$ cat src/rtl/seq_1101_frame_tx_if.sv
// Handshake and serial-line bundle for the 1101 frame transmitter.
// The master offers payload words; the slave (transmitter) drives the line.
interface seq_1101_frame_tx_if #(
  parameter int DATA_W = 8
);
  logic              in_valid;
  logic [DATA_W-1:0] in_data;
  logic              in_ready;
  logic              tx_bit;
  logic              tx_active;
  logic              frame_done;

  modport master (
    output in_valid, in_data,
    input  in_ready, tx_bit, tx_active, frame_done
  );

  modport slave (
    input  in_valid, in_data,
    output in_ready, tx_bit, tx_active, frame_done
  );
endinterface

$ cat src/rtl/seq_1101_frame_tx.sv
// Serial frame transmitter: 1101 preamble, MSB-first payload, even parity, one idle gap bit.
// The first bit is on the line the cycle after the handshake; one word is accepted per frame while idle.
module seq_1101_frame_tx #(
  parameter int DATA_W     = 8,
  parameter int BIT_CYCLES = 1
) (
  input  logic               clk,
  input  logic               rst,
  seq_1101_frame_tx_if.slave bus
);
  localparam logic [2:0] IDLE = 3'd0;
  localparam logic [2:0] PRE  = 3'd1;
  localparam logic [2:0] DATA = 3'd2;
  localparam logic [2:0] PAR  = 3'd3;
  localparam logic [2:0] GAP  = 3'd4;

  localparam int IDX_N = (DATA_W > 4) ? DATA_W : 4;
  localparam int IDX_W = $clog2(IDX_N);
  localparam int CYC_W = (BIT_CYCLES > 1) ? $clog2(BIT_CYCLES) : 1;

  localparam logic [CYC_W-1:0] CYC_LAST  = CYC_W'(BIT_CYCLES - 1);
  localparam logic [IDX_W-1:0] PRE_LAST  = IDX_W'(3);
  localparam logic [IDX_W-1:0] DATA_LAST = IDX_W'(DATA_W - 1);
  // Preamble bit k sits at PRE_PAT[k]: line order 1,1,0,1.
  localparam logic [3:0]       PRE_PAT   = 4'b1011;

  logic [2:0]        state;
  logic [CYC_W-1:0]  cyc;
  logic [IDX_W-1:0]  bit_idx;
  logic [DATA_W-1:0] shreg;
  logic              parity;
  logic              tx_bit_q;
  logic              tx_active_q;
  logic              frame_done_q;
  logic              bit_end;

  assign bit_end        = (cyc == CYC_LAST);
  assign bus.in_ready   = (state == IDLE) & ~rst;
  assign bus.tx_bit     = tx_bit_q;
  assign bus.tx_active  = tx_active_q;
  assign bus.frame_done = frame_done_q;

  // State and counters describe the bit currently on the line; tx_bit is
  // loaded with the next bit's value at the edge that starts it.
  always_ff @(posedge clk) begin
    if (rst) begin
      state        <= IDLE;
      cyc          <= '0;
      bit_idx      <= '0;
      shreg        <= '0;
      parity       <= 1'b0;
      tx_bit_q     <= 1'b0;
      tx_active_q  <= 1'b0;
      frame_done_q <= 1'b0;
    end else begin
      frame_done_q <= 1'b0;
      if (state != IDLE) begin
        cyc <= bit_end ? '0 : cyc + CYC_W'(1);
      end
      case (state)
        IDLE: begin
          cyc <= '0;
          if (bus.in_valid && bus.in_ready) begin
            state       <= PRE;
            bit_idx     <= '0;
            shreg       <= bus.in_data;
            parity      <= ^bus.in_data;
            tx_bit_q    <= PRE_PAT[0];
            tx_active_q <= 1'b1;
          end
        end
        PRE: begin
          if (bit_end) begin
            if (bit_idx == PRE_LAST) begin
              state    <= DATA;
              bit_idx  <= '0;
              tx_bit_q <= shreg[DATA_W-1];
              shreg    <= shreg << 1;
            end else begin
              bit_idx  <= bit_idx + IDX_W'(1);
              tx_bit_q <= PRE_PAT[bit_idx[1:0] + 2'd1];
            end
          end
        end
        DATA: begin
          if (bit_end) begin
            if (bit_idx == DATA_LAST) begin
              state    <= PAR;
              bit_idx  <= '0;
              tx_bit_q <= parity;
            end else begin
              bit_idx  <= bit_idx + IDX_W'(1);
              tx_bit_q <= shreg[DATA_W-1];
              shreg    <= shreg << 1;
            end
          end
        end
        PAR: begin
          if (bit_end) begin
            state    <= GAP;
            tx_bit_q <= 1'b0;
          end
        end
        GAP: begin
          if (bit_end) begin
            state        <= IDLE;
            tx_active_q  <= 1'b0;
            frame_done_q <= 1'b1;
          end
        end
        default: begin
          state       <= IDLE;
          tx_bit_q    <= 1'b0;
          tx_active_q <= 1'b0;
        end
      endcase
    end
  end
endmodule

$ cat src/flat_wrapper.sv
// flat-port wrapper written by rule: the top's interface ports become plain ports
module seq_1101_frame_tx_flat 
#(
  parameter int DATA_W     = 8,
  parameter int BIT_CYCLES = 1
)
  (clk, rst, bus_in_valid, bus_in_data, bus_in_ready, bus_tx_bit, bus_tx_active, bus_frame_done);
  seq_1101_frame_tx_if #(.DATA_W(DATA_W)) bus_i ();
  input  logic clk;
  input  logic rst;
  input wire logic [$bits(bus_i.in_valid)-1:0] bus_in_valid;
  input wire logic [$bits(bus_i.in_data)-1:0] bus_in_data;
  output wire logic [$bits(bus_i.in_ready)-1:0] bus_in_ready;
  output wire logic [$bits(bus_i.tx_bit)-1:0] bus_tx_bit;
  output wire logic [$bits(bus_i.tx_active)-1:0] bus_tx_active;
  output wire logic [$bits(bus_i.frame_done)-1:0] bus_frame_done;
  assign bus_i.in_valid = bus_in_valid;
  assign bus_i.in_data = bus_in_data;
  assign bus_in_ready = bus_i.in_ready;
  assign bus_tx_bit = bus_i.tx_bit;
  assign bus_tx_active = bus_i.tx_active;
  assign bus_frame_done = bus_i.frame_done;
  seq_1101_frame_tx #(.DATA_W(DATA_W), .BIT_CYCLES(BIT_CYCLES)) u_core (.clk(clk), .rst(rst), .bus(bus_i));
endmodule
$ cat config.mk
export PLATFORM = sky130hd
export DESIGN_NAME = seq_1101_frame_tx_flat
export DESIGN_NICKNAME = d
export VERILOG_FILES = /design/src/rtl/seq_1101_frame_tx_if.sv /design/src/rtl/seq_1101_frame_tx.sv /design/src/flat_wrapper.sv
export SDC_FILE = /design/constraint.sdc
export NUM_CORES = 1
export LEC_CHECK = 0
export BUFFER_PORTS_ARGS = -buffer_cell sky130_fd_sc_hd__buf_2
export CAP_MARGIN = 20
export CELL_PAD_IN_SITES_DETAIL_PLACEMENT = 1
export CELL_PAD_IN_SITES_GLOBAL_PLACEMENT = 1
export CORE_MARGIN = 3
export CORE_UTILIZATION = 45
export DETAILED_ROUTE_END_ITERATION = 8
export PLACE_DENSITY = 0.88
export SLEW_MARGIN = 15
export SYNTH_ARGS = -nofsm -noshare
export SYNTH_HDL_FRONTEND = slang
export SYNTH_SLANG_ARGS = --single-unit
$ cat constraint.sdc
create_clock -name clk -period 3.23 [get_ports clk]
set_clock_uncertainty 0.1 [all_clocks]
set_input_delay 0.323 -clock clk [delete_from_list [all_inputs] [get_ports clk]]
set_output_delay 0.323 -clock clk [all_outputs]
set_load 0.02 [all_outputs]
# After elaboration in Yosys (flattened, before gate mapping)
# Index checks and enable logic that the tools add are counted.
dict set report totals {
  out_inout_bits 4
  ff_bits 19
}
dict set report op_classes {
  reduce_logical 14
  n_bitwise 4
  n_addsub 3
  eq_ne 14
  muxes 32
  magnitude_cmp 1
}
# cell n
set ops {}
lappend ops {{8-bit two-way mux} 5}
lappend ops {{3-bit two-way mux} 12}
lappend ops {{8-bit case mux with 3 select lines} 1}
lappend ops {{3-bit case mux with 5 select lines} 1}
lappend ops {{2-bit != test, second input constant} 6}
lappend ops {{3-bit by 2-bit equality test with 1-bit output, second input constant} 3}
lappend ops {{1-bit two-way mux} 9}
lappend ops {{3-bit case mux with 3 select lines} 1}
lappend ops {{8-bit XOR reduction} 1}
lappend ops {{7-bit AND reduction} 1}
lappend ops {{3-bit equality test, second input constant} 2}
lappend ops {{6-bit AND reduction} 1}
lappend ops {{3-bit nonzero test} 2}
lappend ops {{1-bit case mux with 5 select lines} 1}
lappend ops {{5-bit AND reduction} 1}
lappend ops {{2-bit by 1-bit != test with 1-bit output, second input constant} 2}
lappend ops {{4-bit AND reduction} 1}
lappend ops {{2-bit OR reduction} 2}
lappend ops {{3-bit by 1-bit adder with 3-bit output, second input constant} 1}
lappend ops {{3-bit by 1-bit equality test with 1-bit output, second input constant} 1}
lappend ops {{3-bit logical NOT} 1}
lappend ops {{2-bit by 3-bit < comparator with 1-bit output, second input constant} 1}
lappend ops {{1-bit NOT} 3}
lappend ops {{1-bit case mux with 3 select lines} 1}
lappend ops {{8 further kinds} 8}

# Depth between registers and ports, before layout
# Gate-level depths: netlist of the first run.
dict set report logic_depth {
  ltp_word 6
  depth_mapped 7
}

# Worst setup path after synthesis of the first run
# Ideal clock, no wire load.
dict set report synth_timing {
  path_type {reg2reg}
  start {register u_core.bit_idx[0]}
  end {register u_core.shreg[1]}
  t_arrival_ns 1.740
  setup_time_ns 0.088
  period_less_slack_ns 1.928
  required_time_ns 3.042
  path_slack_ns 1.302
  stages_incl_launch_ff 8
  path_cell_list {dfxtp_1 > ha_1 > ha_1 > a21o_1 > a221oi_4 > buf_6 > nor2_1 > a311oi_2}
}
dict set report synth_between {
  elab_chain_cells 3
}
# item line_no
set synth_rtl {}
lappend synth_rtl {{start, declared} seq_1101_frame_tx.sv:29} ;# logic [IDX_W-1:0] bit_idx;
lappend synth_rtl {{start signal, assigned} seq_1101_frame_tx.sv:80} ;# bit_idx <= bit_idx + IDX_W'(1);
lappend synth_rtl {{start signal, assigned} seq_1101_frame_tx.sv:92} ;# bit_idx <= bit_idx + IDX_W'(1);
lappend synth_rtl {{3-bit equality test / 3-bit by 2-bit equality test with 1-bit output (equally long branches)} {seq_1101_frame_tx.sv:87, seq_1101_frame_tx.sv:74}}
lappend synth_rtl {{2-bit != test (no line) / 2-bit by 1-bit != test with 1-bit output (equally long branches)} --}
lappend synth_rtl {{6-bit AND reduction (no line) *} --}
lappend synth_rtl {{end signal, assigned} seq_1101_frame_tx.sv:66} ;# shreg <= bus.in_data;
lappend synth_rtl {{end signal, assigned} seq_1101_frame_tx.sv:78} ;# shreg <= shreg << 1;
lappend synth_rtl {{end signal, assigned} seq_1101_frame_tx.sv:94} ;# shreg <= shreg << 1;
lappend synth_rtl {{end, declared} seq_1101_frame_tx.sv:30} ;# logic [DATA_W-1:0] shreg;
# Mark *: on every way between the ends. The rest lies on a longest branch, timed or not.
# A chain may end at the register's enable or synchronous reset.

# Final worst setup path of the first run
dict set report layout_timing {
  start {register u_core.bit_idx[0]}
  end {register u_core.shreg[7]}
}
# The elaborated chain is that of the path after synthesis.

==> out/metrics.csv, run 1 <==
stage;metric;value;unit
global_routing;initial antenna violation count;0;
timing;slew margin rel.;53.67;%
floorplan;DIE AREA;2942;sq um
critical_path;WP data required;3.32;ns
floorplan;core region area;2082;sq um
floorplan;initial core utilization;50.30;%
clock_network;clk buf depth;2;
timing;minimum clock period;2.279;ns
critical_path;Worst EP arrival;2.37;ns
power_and_ir_drop;peak supply drop;0.0002268;V
outcome;status;finished clean;
timing;RSZ-0062 raised after global routing;false;
synthesis;YS warnings;0;
synthesis;Synth Instances;118;
synthesis;FFs w/ async S/R, synth;0;%
placement;routability cong.;0.7571;
floorplan;Die H;54.24;um
placement;dpl hpwl;2.016;mm
detailed_routing;vias;921;
global_routing;vias in the first global route;957;
detailed_routing;Detail Route Antenna Nets;0;
detailed_routing;WL/cell;16.85;um
synthesis;Synth top area share;34.41;%
power_and_ir_drop;clock share of power;23.5;%
synthesis;Netlist cell types;37;
critical_path;Worst Reg-to-Reg Cells;6;
worst_hold_path;Hold Crit Class;input port to flop;
final_layout;Ant. Diodes;0;
synthesis;syn nets;134;
floorplan;Rows;16;
critical_path;CP Class;flop to flop;
timing;Final TNS setup;0;ns
final_layout;fraction of layout cells with a size suffix above 1;20.31;%
timing;Slew Viols, Final;0;
critical_path;Critical Path Source Type;flop;
timing;Fmax;438.8;MHz
clock_network;Reg clk slew, reported paths;0.10;ns
timing;setup ws final;0.9512;ns
global_routing;largest net degree at the start of global routing;18;
detailed_routing;1st-pass router iterations;4;
synthesis;Post-synth EDFFs;0;
synthesis;synthesized area;1047;sq um
power_and_ir_drop;sequential share of power;53.9;%
floorplan;IO Pins;15;
synthesis;leading area contributor after synthesis;dfxtp_1;
synthesis;dominant cells by area after synthesis;dfxtp_1 (34%), ha_1 (6.0%), xnor2_1 (5.9%), a311oi_1 (5.0%), o21ai_0 (4.8%);
clock_network;CTS Root Cell;clkbuf_4;
timing;Final Hold Fails;0;
clock_network;Post-CTS Setup Bufs;0;
timing;Final setup violation count;0;
floorplan;die width;54.24;um
power_and_ir_drop;sw frac;30.38;%
placement;Place WS;0.9659;ns
clock_network;Sink Count;18;
job;max capacitance violation total;0;
clock_network;# hold bufs at CTS;0;
clock_network;CTS Buf Count;3;
final_layout;Area Overhead vs Synth;7.885;%
global_routing;Tot GR Track Use;20.58;%
critical_path;Setup crit end kind;flop;
synthesis;Mean Syn Cell Area;8.875;sq um
power_and_ir_drop;Comb pwr share;22.6;%
power_and_ir_drop;Cell Int Power;330.5;uW
clock_network;CTS tree;yes;
global_routing;first-pass GRT wire length;4.264;mm
synthesis;#FFs+latches synth;18;
synthesis;Post-synth top flop;dfxtp_1;
clock_network;Skew-Pair Late Insertion Delay;0.29;ns
final_layout;Fillers;258;
timing;Tcrit/Tclk final;70.55;%
detailed_routing;drt drc;0;
detailed_routing;Total Wirelength;2.612;mm
global_routing;global route overflow;0;
power_and_ir_drop;total net switching power;144.2;uW
clock_network;H-tree depth;1;
detailed_routing;Avg Vias per Cell;5.942;
clock_network;Post-CTS Resized;0;
critical_path;critical path fanouts, max;16;
power_and_ir_drop;static leakage;0.4260;nW
synthesis;sequential area share after synthesis;34.41;%
placement;I/O Buffers;14;
worst_hold_path;Hold Path Stages;3;
detailed_routing;Iteration-0 DRC Markers;8;
final_layout;post-layout net count;146;
power_and_ir_drop;Power Dens Cells;420.2;nW/um^2
timing;Tightest Pin Transition;0.6923;ns
-- routing by layer --
metal  global-route usage (%)  up-vias  routed length, um
li1                         -      439                  -
met4                    10.79        0                 55
met2                    39.04       22               1363
met5                        0        -                  0
met1                    21.63      452               1088
met3                    2.725        8                105
-- worst max-delay path: stages (launching register included) --
cell	delay, ns
dfxtp_1	0.35
ha_1	0.25
ha_1	0.25
a21o_1	0.21
a221oi_4	0.59
nor2_1	0.11
a311oi_1	0.31
-- power by group through the flow --
stage          Clock (mW)  Combinational, mW  Sequential (mW)
5_1_grt             0.124              0.118            0.258
3_3_place_gp            0             0.0994            0.259
4_1_cts             0.114              0.109            0.256
6_report            0.111              0.108            0.256
3_5_place_dp            0              0.108            0.261
2_1_floorplan           0             0.0803            0.258
-- kinds of logic after synthesis --
family                     share of synthesized area, %
AOI/OAI and AO/OA                                 22.10
and+or+nand+nor                                   23.18
buffers and inverters                             5.973
DFF                                               34.41
adders and majority gates                         5.974
xor gates and xnor gates                          7.408
muxes                                            0.9558
-- cells in the mapped netlist (3+ instances only) --
| library cell | count |
|---|---|
| nand2_1 | 9 |
| a21oi_1 | 6 |
| o21ai_0 | 10 |
| dfxtp_1 | 18 |
| a311oi_1 | 6 |
| nor2b_1 | 4 |
| ha_1 | 5 |
| nand2b_1 | 3 |
| nor2_1 | 12 |
| inv_1 | 5 |
| xnor2_1 | 7 |
-- cells in the final DEF, fill, tap and decap left out --
cell	count
a21oi_1	6
nor4b_1	1
a221oi_4	1
clkbuf_4	3
or2_2	1
nand3b_1	2
a2bb2oi_1	1
nand2b_4	1
xnor2_2	1
a221oi_1	1
and3_1	2
a211o_1	1
nor3b_2	1
nor2_2	1
nor3_1	2
ha_1	5
dfxtp_1	18
or3b_1	1
mux2i_1	1
o21ai_0	10
a311oi_2	2
or3_1	2
inv_1	5
a21o_1	1
nor2b_1	4
nand3_1	1
a311oi_1	6
buf_2	14
xnor2_1	7
o32ai_1	1
nand2b_1	3
or3b_2	1
nand2_1	9
nor2_1	12
-- flip-flops by register name, summed over array words and instances, names as in the netlist --
| register | flops |
|---|---|
| u_core.bit_idx | 3 |
| u_core.bus.frame_done | 1 |
| u_core.bus.tx_active | 1 |
| u_core.bus.tx_bit | 1 |
| u_core.parity | 1 |
| u_core.shreg | 8 |
| u_core.state | 3 |
-- area by class of cell --
| type | count | area [sq um] | area share (%) |
|---|---|---|---|
| well taps | 27 | 33.78 | 2.990 |
| flip-flops and latches | 18 | 360.3 | 31.89 |
| clock buffers | 3 | 22.52 | 1.993 |
| inverters | 5 | 18.77 | 1.661 |
| multi-input cells | 88 | 624.3 | 55.26 |
| repair buffers | 14 | 70.07 | 6.202 |
-- stage by stage --
step	total power [mW]	instance area, sq um	util, %	hold WS [ns]	cells
floorplan	0.3380	1047	-	0.2946	118
global placement	0.3583	1107	53.19	0.3458	152
detailed placement	0.3690	1107	53.19	0.3706	152
CTS	0.4791	1130	54.27	0.2186	155
global route	0.5003	1130	54.27	0.2112	155
finish	0.4748	1130	54.27	0.2243	155
-- path summary, 6_finish.rpt --
path | slack, ns | start | end
worst max-delay path | 0.95 | u_core.bit_idx[0] | u_core.shreg[7]
worst min-delay path | 0.22 | bus_in_data[0] | u_core.shreg[0]
worst max register to register | 0.95 | u_core.bit_idx[0] | u_core.shreg[7]
worst min register to register | 0.39 | u_core.bus.tx_active | u_core.bus.tx_active
No activity file was read; power rests on OpenSTA's default activity.
==> run 2, diff against run 1 <==
- CORE_UTILIZATION: 45 -> 42
- PLACE_DENSITY: 0.88 -> 0.83
- clock period: 3.23 -> 2.3 ns (I/O delays scaled with it)
==> out/metrics.csv, run 2 (synthesized netlist as in run 1, its figures left out) <==
stage;metric;value;unit;change
critical_path;Worst EP arrival;2.21;ns;was 2.37 ns
clock_network;CTS tree;yes;;unchanged
power_and_ir_drop;Power Dens Cells;610.6;nW/um^2;was 420.2 nW/um^2
final_layout;max reg flops;8;;unchanged
floorplan;Rows;17;;was 16
worst_hold_path;Hold Crit Class;input port to flop;;unchanged
outcome;status;finished clean;;unchanged
clock_network;Sink Count;18;;unchanged
final_layout;Regs by FF count;u_core.shreg (8), u_core.bit_idx (3), u_core.state (3);;unchanged
final_layout;Layout Cells excl Fill;161;;was 155
critical_path;Setup crit end kind;flop;;unchanged
critical_path;Critical Path Source Type;flop;;unchanged
global_routing;first-pass GRT wire length;4.498;mm;was 4.264 mm
placement;Place WS;0.2120;ns;was 0.9659 ns
power_and_ir_drop;static leakage;0.4543;nW;was 0.4260 nW
critical_path;critical path fanouts, max;16;;unchanged
timing;Tcrit/Tclk final;91.83;%;was 70.55%
final_layout;post-route cell area;1175;sq um;was 1130 sq um
detailed_routing;vias;911;;was 921
critical_path;CP Class;flop to flop;;unchanged
placement;dpl cell area;1139;sq um;was 1107 sq um
floorplan;core region area;2297;sq um;was 2082 sq um
clock_network;Skew-Pair Late Insertion Delay;0.30;ns;was 0.29 ns
detailed_routing;1st-pass router iterations;4;;unchanged
detailed_routing;Iteration-0 DRC Markers;13;;was 8
clock_network;CTS Root Cell;clkbuf_4;;unchanged
detailed_routing;Avg Vias per Cell;5.658;;was 5.942
final_layout;Ant. Diodes;0;;unchanged
final_layout;final core utilization;51.14;%;was 54.27%
global_routing;global route overflow;0;;unchanged
final_layout;most frequent cells in the layout;dfxtp_1 (18), buf_2 (14), nor2_1 (12), o21ai_0 (10), nand2_1 (9);;unchanged
timing;WHS;0.1276;ns;was 0.2243 ns
global_routing;largest net degree at the start of global routing;18;;unchanged
job;max capacitance violation total;0;;unchanged
critical_path;Cell Chain, Critical Path;ha_1 -> ha_1 -> a21o_1 -> a221oi_4 -> buf_4 -> nor2_1 -> a311oi_1;;was ha_1 -> ha_1 -> a21o_1 -> a221oi_4 -> nor2_1 -> a311oi_1
final_layout;most common cell after layout, fill and taps aside;dfxtp_1;;unchanged
critical_path;WP buf/inv;1;;was 0
timing;RSZ-0062 raised after global routing;false;;unchanged
final_layout;post-layout net count;150;;was 146
clock_network;H-tree depth;1;;unchanged
timing;setup ws final;0.1878;ns;was 0.9512 ns
clock_network;Post-CTS Resized;0;;unchanged
floorplan;Die H;55.94;um;was 54.24 um
placement;dpl hpwl;1.949;mm;was 2.016 mm
critical_path;Worst R2R Setup Slack;0.19;ns;was 0.95 ns
global_routing;vias in the first global route;980;;was 957
global_routing;initial antenna violation count;0;;unchanged
critical_path;Crit path top cell by count;ha_1;;unchanged
timing;slew margin rel.;65.58;%;was 53.67%
floorplan;initial core utilization;45.59;%;was 50.30%
critical_path;Largest stage delay, worst path;0.35;ns;was 0.59 ns
timing;Slew Viols, Final;0;;unchanged
clock_network;clk buf depth;2;;unchanged
timing;Tightest Pin Transition;0.5155;ns;was 0.6923 ns
clock_network;Post-CTS Setup Bufs;0;;unchanged
floorplan;IO Pins;15;;unchanged
floorplan;DIE AREA;3129;sq um;was 2942 sq um
clock_network;# hold bufs at CTS;0;;unchanged
detailed_routing;WL/cell;16.32;um;was 16.85 um
power_and_ir_drop;total power;717.3;uW;was 474.8 uW
clock_network;CTS Buf Count;3;;unchanged
placement;routability cong.;0.7621;;was 0.7571
timing;Final TNS setup;0;ns;unchanged
timing;Fmax;473.4;MHz;was 438.8 MHz
final_layout;Largest Register;u_core.shreg;;unchanged
placement;DP Cell Count;157;;was 152
floorplan;die width;55.94;um;was 54.24 um
clock_network;Reg clk slew, reported paths;0.11;ns;was 0.10 ns
final_layout;Area Overhead vs Synth;12.19;%;was 7.885%
timing;minimum clock period;2.112;ns;was 2.279 ns
timing;Final setup violation count;0;;unchanged
detailed_routing;Total Wirelength;2.627;mm;was 2.612 mm
critical_path;CP max stage cell;dfxtp_1;;was a221oi_4
power_and_ir_drop;peak supply drop;0.0005071;V;was 0.0002268 V
detailed_routing;Detail Route Antenna Nets;0;;unchanged
placement;I/O Buffers;14;;unchanged
global_routing;Tot GR Track Use;18.19;%;was 20.58%
detailed_routing;drt drc;0;;unchanged
critical_path;WP data required;2.40;ns;was 3.32 ns
final_layout;fraction of layout cells with a size suffix above 1;23.31;%;was 20.31%
timing;Final Hold Fails;0;;unchanged
critical_path;Worst path top cell family by delay;compound AO/OA/AOI/OAI gates;;unchanged
[run 2: where the power goes]
group / internal [mW] / switching, mW / leakage, nW / total (mW)
Clock: 0.0965 / 0.104 / 0.0210 / 0.200
Sequential: 0.338 / 0.0188 / 0.148 / 0.357
Combinational: 0.0709 / 0.0892 / 0.285 / 0.160
Total: 0.506 / 0.212 / 0.454 / 0.717
[run 2: area by class of cell]
cell class | instances | area [sq um]
well taps | 28 | 35.03
clock buffers | 4 | 36.28
inverters | 5 | 18.77
multi-input cells | 88 | 624.3
flip-flops and latches | 18 | 360.3
repair buffers | 18 | 100.1
fillers | 286 | 1122
[run 2: worst register-to-register path: stages, from the launching register on]
cell	delay, ns
dfxtp_1	0.35
ha_1	0.24
ha_1	0.24
a21o_1	0.22
a221oi_4	0.24
buf_4	0.25
nor2_1	0.07
a311oi_1	0.30
[run 2: final timing paths]
kind | end | depth (start not counted) | from
setup / recovery | u_core.shreg[4] | 7 | u_core.bit_idx[0]
hold / removal | u_core.shreg[0] | 3 | bus_in_data[0]
setup reg to reg | u_core.shreg[4] | 7 | u_core.bit_idx[0]
hold reg to reg | u_core.bus.tx_active | 2 | u_core.bus.tx_active
[run 2: metal layers]
metal	track usage [%]	wire length, um	share of wire [%]
met4	2.712	18	0.69
met5	0	0	0
met2	34.63	1403	53
met3	5.800	108	4.1
met1	19.89	1097	42
==> run 3, diff against run 2 <==
- CORE_UTILIZATION: 42 -> 41
- CTS_BUF_LIST: unset -> sky130_fd_sc_hd__clkbuf_8
- PLACE_DENSITY: 0.83 -> 0.82
==> out/metrics.csv, run 3 (synthesized netlist as in run 1, its figures left out) <==
stage;metric;value;unit;change
final_layout;post-layout net count;150;;unchanged
clock_network;H-tree depth;1;;unchanged
power_and_ir_drop;static leakage;0.4616;nW;was 0.4543 nW
clock_network;CTS Buf Count;3;;unchanged
clock_network;Sink Count;18;;unchanged
worst_hold_path;Hold Path Stages;2;;was 3
detailed_routing;Iteration-0 DRC Markers;23;;was 13
final_layout;Reg area;360.3;sq um;unchanged
timing;slew margin rel.;67.47;%;was 65.58%
power_and_ir_drop;Power Dens Cells;646.0;nW/um^2;was 610.6 nW/um^2
final_layout;max reg flops;8;;unchanged
floorplan;core region area;2318;sq um;was 2297 sq um
detailed_routing;WL/cell;15.50;um;was 16.32 um
floorplan;Rows;17;;unchanged
detailed_routing;Avg Vias per Cell;5.547;;was 5.658
placement;I/O Buffers;14;;unchanged
global_routing;largest net degree at the start of global routing;17;;was 18
placement;routability cong.;0.7416;;was 0.7621
critical_path;CP Class;flop to flop;;unchanged
placement;dpl cell area;1139;sq um;unchanged
floorplan;DIE AREA;3197;sq um;was 3129 sq um
timing;RSZ-0062 raised after global routing;false;;unchanged
clock_network;Reg clk slew, reported paths;0.07;ns;was 0.11 ns
timing;Tightest Pin Transition;0.4873;ns;was 0.5155 ns
global_routing;vias in the first global route;872;;was 980
critical_path;WP data required;2.36;ns;was 2.40 ns
floorplan;Die H;56.54;um;was 55.94 um
detailed_routing;Total Wirelength;2.495;mm;was 2.627 mm
global_routing;global route overflow;0;;unchanged
global_routing;first-pass GRT wire length;4.229;mm;was 4.498 mm
detailed_routing;Detail Route Antenna Nets;0;;unchanged
timing;minimum clock period;2.058;ns;was 2.112 ns
critical_path;CP Depth;7;;unchanged
timing;Fmax;486.0;MHz;was 473.4 MHz
timing;WHS;0.1570;ns;was 0.1276 ns
placement;dpl hpwl;1.840;mm;was 1.949 mm
clock_network;Post-CTS Resized;0;;unchanged
detailed_routing;drt drc;0;;unchanged
clock_network;CTS Root Cell;clkbuf_8;;was clkbuf_4
clock_network;CTS tree;yes;;unchanged
timing;Final TNS setup;0;ns;unchanged
critical_path;Worst EP arrival;2.12;ns;was 2.21 ns
power_and_ir_drop;peak supply drop;0.0003873;V;was 0.0005071 V
critical_path;Cell Chain, Critical Path;ha_1 -> ha_1 -> a21o_1 -> a221oi_4 -> buf_4 -> nor2_1 -> a311oi_1;;unchanged
critical_path;CP max stage cell;dfxtp_1;;unchanged
final_layout;Ant. Diodes;0;;unchanged
final_layout;most common cell after layout, fill and taps aside;dfxtp_1;;unchanged
floorplan;die width;56.54;um;was 55.94 um
timing;Tcrit/Tclk final;89.46;%;was 91.83%
critical_path;Critical Path Source Type;flop;;unchanged
final_layout;Area Overhead vs Synth;13.98;%;was 12.19%
global_routing;Tot GR Track Use;16.76;%;was 18.19%
critical_path;Crit path top cell by count;ha_1;;unchanged
detailed_routing;1st-pass router iterations;4;;unchanged
final_layout;Layout Cells excl Fill;161;;unchanged
worst_hold_path;Hold Crit Class;input port to flop;;unchanged
outcome;status;finished clean;;unchanged
global_routing;initial antenna violation count;0;;unchanged
critical_path;WP buf/inv;1;;unchanged
final_layout;post-route cell area;1194;sq um;was 1175 sq um
critical_path;Worst path top cell family by delay;compound AO/OA/AOI/OAI gates;;unchanged
timing;setup ws final;0.2425;ns;was 0.1878 ns
critical_path;Largest stage delay, worst path;0.34;ns;was 0.35 ns
final_layout;most frequent cells in the layout;dfxtp_1 (18), buf_2 (14), nor2_1 (12), o21ai_0 (10), nand2_1 (9);;unchanged
critical_path;Worst Reg-to-Reg Cells;7;;unchanged
job;max capacitance violation total;0;;unchanged
final_layout;Regs by FF count;u_core.shreg (8), u_core.bit_idx (3), u_core.state (3);;unchanged
critical_path;Setup crit end kind;flop;;unchanged
clock_network;Skew-Pair Late Insertion Delay;0.25;ns;was 0.30 ns
clock_network;# hold bufs at CTS;0;;unchanged
final_layout;Largest Register;u_core.shreg;;unchanged
clock_network;clk buf depth;2;;unchanged
final_layout;fraction of layout cells with a size suffix above 1;23.31;%;unchanged
floorplan;IO Pins;15;;unchanged
final_layout;Fillers;291;;was 286
critical_path;critical path fanouts, max;16;;unchanged
timing;Final setup violation count;0;;unchanged
final_layout;Multi-input gate area;624.3;sq um;unchanged
clock_network;Post-CTS Setup Bufs;0;;unchanged
timing;Final Hold Fails;0;;unchanged
placement;Place WS;0.2445;ns;was 0.2120 ns
timing;Slew Viols, Final;0;;unchanged
floorplan;initial core utilization;45.17;%;was 45.59%
placement;DP Cell Count;157;;unchanged
detailed_routing;vias;893;;was 911
run 3: through the flow:
step | utilization [%] | power (mW)
final | 51.48 | 0.7711
after global routing | 51.48 | 0.8188
after CTS | 51.48 | 0.7799
after detailed placement | 49.11 | 0.5195
after global placement | 49.11 | 0.5108
after floorplan | - | 0.4747
run 3: power by group:
group	total (mW)	internal, mW	leakage (nW)	switching, mW
Clock	0.259	0.152	0.0288	0.107
Sequential	0.358	0.338	0.148	0.0203
Combinational	0.153	0.0702	0.285	0.0830
run 3: metal layers:
layer / up-vias / GRT usage, % / share of wire [%]
li1: 446 / - / -
met2: 12 / 25.08 / 47
met4: 0 / 5.085 / 1.3
met5: - / 0 / 0
met3: 5 / 2.759 / 2.2
met1: 430 / 24.31 / 49
run 3: worst paths after layout:
check | start | endpoint | slack (ns)
worst max-delay path | u_core.bit_idx[0] | u_core.shreg[3] | 0.24
worst max register to register | u_core.bit_idx[0] | u_core.shreg[3] | 0.24
worst min register to register | u_core.bus.tx_active | u_core.bus.tx_active | 0.37
worst min-delay path | rst | u_core.shreg[0] | 0.16
run 3: cell type report:
cell class                      instances  area share (%)
Clock buffer                            4           4.612
Inverter                                5           1.572
Multi-Input combinational cell         88           52.31
Sequential cell                        18           30.19
Tap cell                               28           2.935
Timing Repair Buffer                   18           8.386
